[src/rtl/vga_pkg.sv]
// vga_pkg: screen geometry, pixel field widths and arbiter state encodings shared across the VGA path
package vga_pkg;
  localparam int XW    = 9;
  localparam int YW    = 8;
  localparam int CW    = 9;
  localparam int X_MAX = 319;
  localparam int Y_MAX = 239;
  typedef enum logic {IDLE, GRANT} state_t;
endpackage

[src/rtl/rr_pick.sv]
// rr_pick: combinational round-robin selector, first set request searching circularly from ptr+1
module rr_pick #(
  parameter int N = 4,
  localparam int IW = N > 1 ? $clog2(N) : 1
) (
  input  logic [N-1:0]  req,
  input  logic [IW-1:0] ptr,
  output logic [N-1:0]  win,
  output logic [IW-1:0] idx
);
  logic [IW-1:0] c;
  always_comb begin
    idx = '0;
    c   = '0;
    // walk from farthest to nearest so the nearest candidate after ptr wins
    for (int k = N; k >= 1; k--) begin
      c = IW'((int'(ptr) + k) % N);
      if (req[c]) idx = c;
    end
    win = |req ? N'(1) << idx : '0;
  end
endmodule

[src/rtl/vga_write_arbiter.sv]
// vga_write_arbiter: round-robin burst-locked sharing of the VGA adapter pixel-write port
// with on-screen clipping and a grant timeout.
module vga_write_arbiter import vga_pkg::*; #(
  parameter int NUM_REQ   = 4,
  parameter int XW        = vga_pkg::XW,
  parameter int YW        = vga_pkg::YW,
  parameter int CW        = vga_pkg::CW,
  parameter int X_MAX     = vga_pkg::X_MAX,
  parameter int Y_MAX     = vga_pkg::Y_MAX,
  parameter int MAX_BURST = 1024
) (
  input  logic                  CLOCK_50,
  input  logic                  Reset,
  input  logic [NUM_REQ-1:0]    req,
  input  logic [NUM_REQ-1:0]    px_valid,
  input  logic [NUM_REQ-1:0]    px_last,
  input  logic [NUM_REQ*XW-1:0] px_x,
  input  logic [NUM_REQ*YW-1:0] px_y,
  input  logic [NUM_REQ*CW-1:0] px_colour,
  output logic [NUM_REQ-1:0]    grant,
  output logic [XW-1:0]         VGA_x,
  output logic [YW-1:0]         VGA_y,
  output logic [CW-1:0]         VGA_colour,
  output logic                  plot,
  output logic                  busy,
  output logic                  timeout_err
);
  localparam int IW = NUM_REQ > 1 ? $clog2(NUM_REQ) : 1;
  localparam int BW = $clog2(MAX_BURST);
  state_t state_q, state_d;
  logic [NUM_REQ-1:0] grant_q, grant_d, win;
  logic [IW-1:0] g_q, g_d, rr_ptr_q, rr_ptr_d, widx;
  logic [BW-1:0] cnt_q, cnt_d;
  logic [XW-1:0] x_q, x_d, sx;
  logic [YW-1:0] y_q, y_d, sy;
  logic [CW-1:0] colour_q, colour_d, sc;
  logic plot_q, plot_d, terr_q, terr_d, accept, rel, tmo;

  rr_pick #(.N(NUM_REQ)) u_pick (.req(req), .ptr(rr_ptr_q), .win(win), .idx(widx));

  assign sx     = px_x[g_q*XW +: XW];
  assign sy     = px_y[g_q*YW +: YW];
  assign sc     = px_colour[g_q*CW +: CW];
  assign accept = grant_q[g_q] & px_valid[g_q];
  assign rel    = state_q == GRANT && ((accept && px_last[g_q]) || !req[g_q]);
  // a real release on the final counted cycle takes precedence over the timeout
  assign tmo    = state_q == GRANT && cnt_q == BW'(MAX_BURST - 1) && !rel;

  always_ff @(posedge CLOCK_50 or posedge Reset) begin
    if (Reset) begin
      state_q  <= IDLE;
      grant_q  <= '0;
      g_q      <= '0;
      rr_ptr_q <= IW'(NUM_REQ - 1);
      cnt_q    <= '0;
      x_q      <= '0;
      y_q      <= '0;
      colour_q <= '0;
      plot_q   <= 1'b0;
      terr_q   <= 1'b0;
    end else begin
      state_q  <= state_d;
      grant_q  <= grant_d;
      g_q      <= g_d;
      rr_ptr_q <= rr_ptr_d;
      cnt_q    <= cnt_d;
      x_q      <= x_d;
      y_q      <= y_d;
      colour_q <= colour_d;
      plot_q   <= plot_d;
      terr_q   <= terr_d;
    end
  end

  always_comb begin
    state_d = state_q == IDLE ? (|req ? GRANT : IDLE) : (rel || tmo ? IDLE : GRANT);
  end

  always_comb begin
    grant_d  = state_q == IDLE ? win : (rel || tmo ? '0 : grant_q);
    g_d      = state_q == IDLE ? widx : g_q;
    rr_ptr_d = rel || tmo ? g_q : rr_ptr_q;
    cnt_d    = state_q == GRANT ? cnt_q + 1'b1 : '0;
    x_d      = accept ? sx : x_q;
    y_d      = accept ? sy : y_q;
    colour_d = accept ? sc : colour_q;
    plot_d   = accept && sx <= XW'(X_MAX) && sy <= YW'(Y_MAX);
    terr_d   = tmo;
  end

  assign grant       = grant_q;
  assign VGA_x       = x_q;
  assign VGA_y       = y_q;
  assign VGA_colour  = colour_q;
  assign plot        = plot_q;
  assign busy        = |grant_q;
  assign timeout_err = terr_q;
endmodule

[config.mk]
export PLATFORM = sky130hd
export DESIGN_NAME = vga_write_arbiter
export DESIGN_NICKNAME = d
export VERILOG_FILES = /design/src/rtl/vga_pkg.sv /design/src/rtl/rr_pick.sv /design/src/rtl/vga_write_arbiter.sv
export SDC_FILE = /design/constraint.sdc
export NUM_CORES = 1
export LEC_CHECK = 0
export BUFFER_PORTS_ARGS = -buffer_cell sky130_fd_sc_hd__buf_2
export CAP_MARGIN = 20
export CORE_MARGIN = 2
export CORE_UTILIZATION = 44
export DETAILED_ROUTE_END_ITERATION = 16
export PLACE_DENSITY = 0.77
export SYNTH_ARGS = -nofsm -noshare
export SYNTH_HDL_FRONTEND = slang
export SYNTH_SLANG_ARGS = --single-unit
[constraint.sdc]
create_clock -name CLOCK_50 -period 2.3 [get_ports CLOCK_50]
set_input_delay 0.115 -clock CLOCK_50 [delete_from_list [all_inputs] [get_ports CLOCK_50]]
set_output_delay 0.115 -clock CLOCK_50 [all_outputs]
set_load 0.005 [all_outputs]
Word level (Yosys, flattened, before mapping):

Cells that the tools add are included.

* register bits after elaboration: 47
* bits in latches: 0
* bits in writable memories: 0
* ROM bits: 0
* memories: 0

* add/subtract/negate cells: 5
* multiply operators: 1
* div/mod/pow operators: 0
* order comparisons: 7
* eq/ne operators: 2
* shift-type cells: 4
* mux-type cells: 27
* bitwise gates (word level): 1
* reductions and logical operators: 12

Operators with widths (number)
* $shiftx A36 B7 Y9: 2
* $shiftx A32 B6 Y8: 1
* $bmux W1 S2: 8
* $lt A2 B3 Y1 const B: 5
* $mux W4: 3
* $mux W1: 11
* $add A10 B1 Y10 const B: 1
* $eq A10 B10 Y1 const B: 1
* $mux W10: 1
* $le A9 B9 Y1 const B: 1
* $le A8 B8 Y1 const B: 1
* $mux W2: 4
* $reduce_or A4 Y1: 2
* $logic_and A1 B1 Y1: 6
* $mul A2 B4 Y6 const B: 1
* $add A2 B1 Y2 const B: 2
* $add A2 B2 Y2 const B: 2
* $shl A1 B2 Y4 const A: 1
* $logic_not A1 Y1: 2
* $logic_or A1 B1 Y1: 2
* $ne A2 B1 Y1 const B: 1
* $and A1 B1 Y1: 1

Depth between registers and ports, before layout:

* depth in word-level cells: 11
* mapped depth: 6

By module:

From an unflattened synthesis, not the netlist that was laid out.

* cells, all modules: 211
* area total of the unflattened synthesis: 2861.5 um^2

Modules (own cells, without submodules)
* vga_write_arbiter: instances 1, cells an instance 178, area each 2631.3 um^2, seq. area each 1178.6 um^2
* rr_pick: instances 1, cells an instance 33, area each 230.2 um^2, seq. area each 0.0 um^2

Worst setup path before layout:

OpenSTA, ideal clock, no wires.

* kind: register to register
* from: register g_q[0]
* to: register colour_q[0], in the netlist VGA_colour[0]
* arrival: 1684 ps
* data required time: 2175 ps
* slack: 492 ps
* cell stages (with the launch flop): 5
* buffers on the path: 2
* period minus slack after synthesis: 1808 ps
* cell sequence: dfrtp_1 > buf_4 > buf_2 > mux4_2 > mux2_2

* longest elaborated chain between the ends: 3

RTL lines
* start: declaration: line vga_write_arbiter.sv:32 `logic [IW-1:0] g_q, g_d, rr_ptr_q, rr_ptr_d, widx;`
* start signal: assignment: line vga_write_arbiter.sv:64 `g_q <= g_d;`
* branches (longest 3 deep; another with $mul A2 B4 Y6)
* end signal: assignment: line vga_write_arbiter.sv:69 `colour_q <= colour_d;`
* end: declaration: line vga_write_arbiter.sv:36 `logic [CW-1:0] colour_q, colour_d, sc;`

Parallel ways; which one is timed is not known. The select of a mux whose other input is x is not followed.
A chain may end at the register's enable or synchronous reset.

Final worst setup path:

* from: register g_q[0]
* to: register rr_ptr_q[1]

* longest elaborated chain between the ends: 9

RTL lines
* $bmux W1 S2: line vga_write_arbiter.sv:44 `assign accept = grant_q[g_q] & px_valid[g_q];`
* $mux W1 (implied by the code): line vga_write_arbiter.sv:44
* $and A1 B1 Y1: line vga_write_arbiter.sv:44
* $logic_and A1 B1 Y1: line vga_write_arbiter.sv:45 `assign rel = state_q == GRANT && ((accept && px_last[g_q]) || !req[g_q]);`
* $logic_or A1 B1 Y1 *: line vga_write_arbiter.sv:45
* $logic_and A1 B1 Y1 *: line vga_write_arbiter.sv:45
* $logic_not A1 Y1: line vga_write_arbiter.sv:47 `assign tmo = state_q == GRANT && cnt_q == BW'(MAX_BURST - 1) && !rel;`
* $logic_and A1 B1 Y1: line vga_write_arbiter.sv:47
* $logic_or A1 B1 Y1 *: line vga_write_arbiter.sv:82 `rr_ptr_d = rel || tmo ? g_q : rr_ptr_q;`
* end signal: assignment: line vga_write_arbiter.sv:54 `rr_ptr_q <= IW'(NUM_REQ - 1);`
* end signal: assignment: line vga_write_arbiter.sv:65 `rr_ptr_q <= rr_ptr_d;`
* end: declaration: line vga_write_arbiter.sv:32

Every way passes the cells marked *; elsewhere a longest branch is shown, timed or not. The select of a mux whose other input is x is not followed.

==> results.yml <==
floorplan:
  start_util: 0.453
  die_h_um: 81.9
  die-area_sq_um: 6700
  num_rows: 28
  die_x_um: 81.9
  ios: 151
  design.core.area_sq_um: 5890
yosys:
  synthFlopType: "dfrtp_1"
  synth_async_sr_flop_share: 1.00
  yosysSeqAreaShare: 0.442
  postSynthCellCount: 189
  ys_types: 36
  synth_area_sq_um: 2670
  synth.avg_cell_area_sq_um: 14.1
  synth-edff-count: 0
  ys_warn_count: 0
  ys_seq_elements: 47
  syn-num-nets: 308
pwr:
  clkPwrFrac: 0.169
  switching_share: 0.327
  total_power_uw: 4150
  combPwrFrac: 0.481
  peakVddDrop_v: 0.000656
  p_leak_uw: 0.00175
  p_per_area_nw_per_um2: 1140
  power.share.sequential: 0.350
  p_sw_uw: 1360
  p_int_uw: 2790
worst_setup_path:
  crit_path_top_delay_cell: "mux4_2"
  crit_family: "multiplexers"
  endpoint_kind: "register"
  crit_buf_inv: 1
  cpPeakStageDelay_ns: 0.55
  critPathKind: "register to register"
  start_kind: "register"
  cp_data_arrival_time_ns: 2.01
  worst_ep_required_time_ns: 2.52
  worst-path-max-fanout: 9
  cp_cell_sequence: "buf_4, mux4_2, o21ai_4, o21ai_2, mux2_1"
sta:
  period_share: 0.778
  drv_slew: 0
  relSlewSlack: 0.675
  skew_ns: 0.0116
  worstMarginPinSlew_ns: 0.488
  fin_tns_setup_ns: 0
  hold_violations: 0
  holdWs_ns: 0.254
  setup_viol: 0
  rsz0062_at_grt: "false"
  fmaxAchievable_ghz: 0.559
  post-route-min-period_ns: 1.79
clock_network:
  clkTransAtPathRegs_ns: 0.09
  cts.sinks: 47
  cts_resized: 0
  cts_setup_buffers: 0
  ctsHoldBuffers: 1
  clock_latency_ns: 0.30
  root_buffer: "clkbuf_8"
  cts_tree: "yes"
  cts_max_level: 2
  cts_buffers: 5
  cts_buffer_depth: 2
detailed_routing:
  drt-total-wl_mm: 6.74
  wl_per_cell_um: 16.1
  drt-vias-per-instance: 5.36
  drt_iter0_markers: 76
  vias: 2245
  drtPass1Iterations: 4
  drcViolationCount: 0
  ant_nets: 0
global_routing:
  grt_pass1_wl_mm: 9.78
  antenna_found_initial: 0
  overflow: 0
  grt_use_total: 0.195
  grt_max_degree: 28
  grt_pass1_vias: 2057
hold_path:
  hold_class: "input port to register"
final_layout:
  instances_no_fill: 419
  layout.nets: 462
  fillCellCount: 500
  n_antenna_cell: 0
  final_layout_size_suffix_gt1_frac: 0.657
  multi_input_area_sq_um: 1420
  seqCellArea_sq_um: 1180
  area_growth_pct: 36.7
status:
  status: "complete, no violations"
flow_run:
  drv_cap: 0
placement:
  numPortBuffers: 150
  gp_congestion: 0.769
  dp.cells: 410
  dp_hpwl_mm: 5.48
-- layer usage --
| metal | vias to the layer above | share of wire | GRT usage | wire [um] |
|---|---|---|---|---|
| li1 | 1030 | - | - | - |
| met1 | 1113 | 0.40 | 0.254 | 2730 |
| met2 | 96 | 0.52 | 0.328 | 3480 |
| met3 | 6 | 0.068 | 0.0418 | 459 |
| met4 | 0 | 0.0098 | 0.0550 | 66 |
| met5 | - | 0 | 0 | 0 |
-- power by group through the flow --
stage | Sequential [uW] | Combinational, uW | Clock [uW]
after global routing | 1500 | 2180 | 757
after floorplan | 1420 | 1400 | 0
after global placement | 1440 | 1970 | 0
after CTS | 1450 | 2030 | 716
after detailed placement | 1460 | 2020 | 0
final | 1450 | 1990 | 701
-- tightest hold or removal path, stage by stage --
cell    delay, ns
buf_2        0.07
mux4_2       0.21
mux2_2       0.13
-- worst paths after layout --
| check | from | endpoint | slack [ns] | cells after the start |
|---|---|---|---|---|
| hold reg to reg | cnt_q[0] | cnt_q[0] | 0.49 | 1 |
| min in group asynchronous | Reset | VGA_y[3] | 0.29 | 3 |
| max in group asynchronous | Reset | g_q[0] | 1.43 | 4 |
| hold / removal | px_colour[8] | VGA_colour[8] | 0.25 | 3 |
| setup / recovery | g_q[0] | rr_ptr_q[1] | 0.51 | 5 |
| setup reg to reg | g_q[0] | rr_ptr_q[1] | 0.51 | 5 |
-- registers in the layout (all words and copies together) (netlist names) --
register / flops
VGA_x: 9
VGA_y: 8
rr_ptr_q: 2
timeout_err: 1
state_q: 1
VGA_colour: 9
g_q: 2
plot: 1
cnt_q: 10
grant: 4
-- synthesized netlist by cell type (all sizes together), types with 2 or more instances --
master	n	area, sq um
mux4	29	653
nor2b	3	18.8
mux2	28	315
clkbuf	3	11.3
o2bb2ai	4	35.0
dfrtp	45	1130
nor2	5	18.8
inv	3	11.3
nand4	3	18.8
and2	7	43.8
buf	8	50.0
dfstp	2	52.6
a21boi	2	15.0
nand2b	3	18.8
nand2	11	41.3
a21oi	3	15.0
xnor2	5	43.8
nand3	5	25.0
or3	2	12.5
o21ai	8	55.1
-- kinds of logic after synthesis --
| kind of cell | share of synthesized area |
|---|---|
| compound gates | 0.0506 |
| buf+inv | 0.0272 |
| mux | 0.367 |
| flops | 0.442 |
| xor+xnor | 0.0197 |
| simple gates | 0.0895 |
| fa+ha+maj | 0.00469 |
-- per-stage QoR --
stage,instance area (sq um),util,setup WS (ns)
2_1_floorplan,2670,-,0.492
3_3_place_gp,3510,0.596,0.546
3_5_place_dp,3510,0.596,0.500
4_1_cts,3650,0.620,0.487
5_1_grt,3650,0.620,0.416
6_report,3650,0.620,0.510
-- cell type report --
class / count / area share
clock buffers: 6 / 0.0199
clock inverters: 2 / 0.0165
inverters: 3 / 0.00309
multi-input cells: 128 / 0.389
flip-flops and latches: 47 / 0.323
well taps: 75 / 0.0257
repair buffers: 158 / 0.223
-- layout by cell type (no fill, tap or decap), types with 2 or more instances in the layout --
master,count
buf_2,150
mux4_2,29
mux2_2,26
o2bb2ai_1,4
nand2_1,11
or3_1,2
nand3_1,5
and2_1,7
buf_4,7
dfrtp_1,44
xnor2_1,5
a21boi_0,2
nor2b_1,3
nand4_1,3
a21oi_1,3
nand2b_1,3
bufinv_16,2
inv_1,2
clkbuf_8,5
dfstp_2,2
o21ai_0,6
nor2_1,5
mux2_1,2
(Power assumes the default switching activity.)
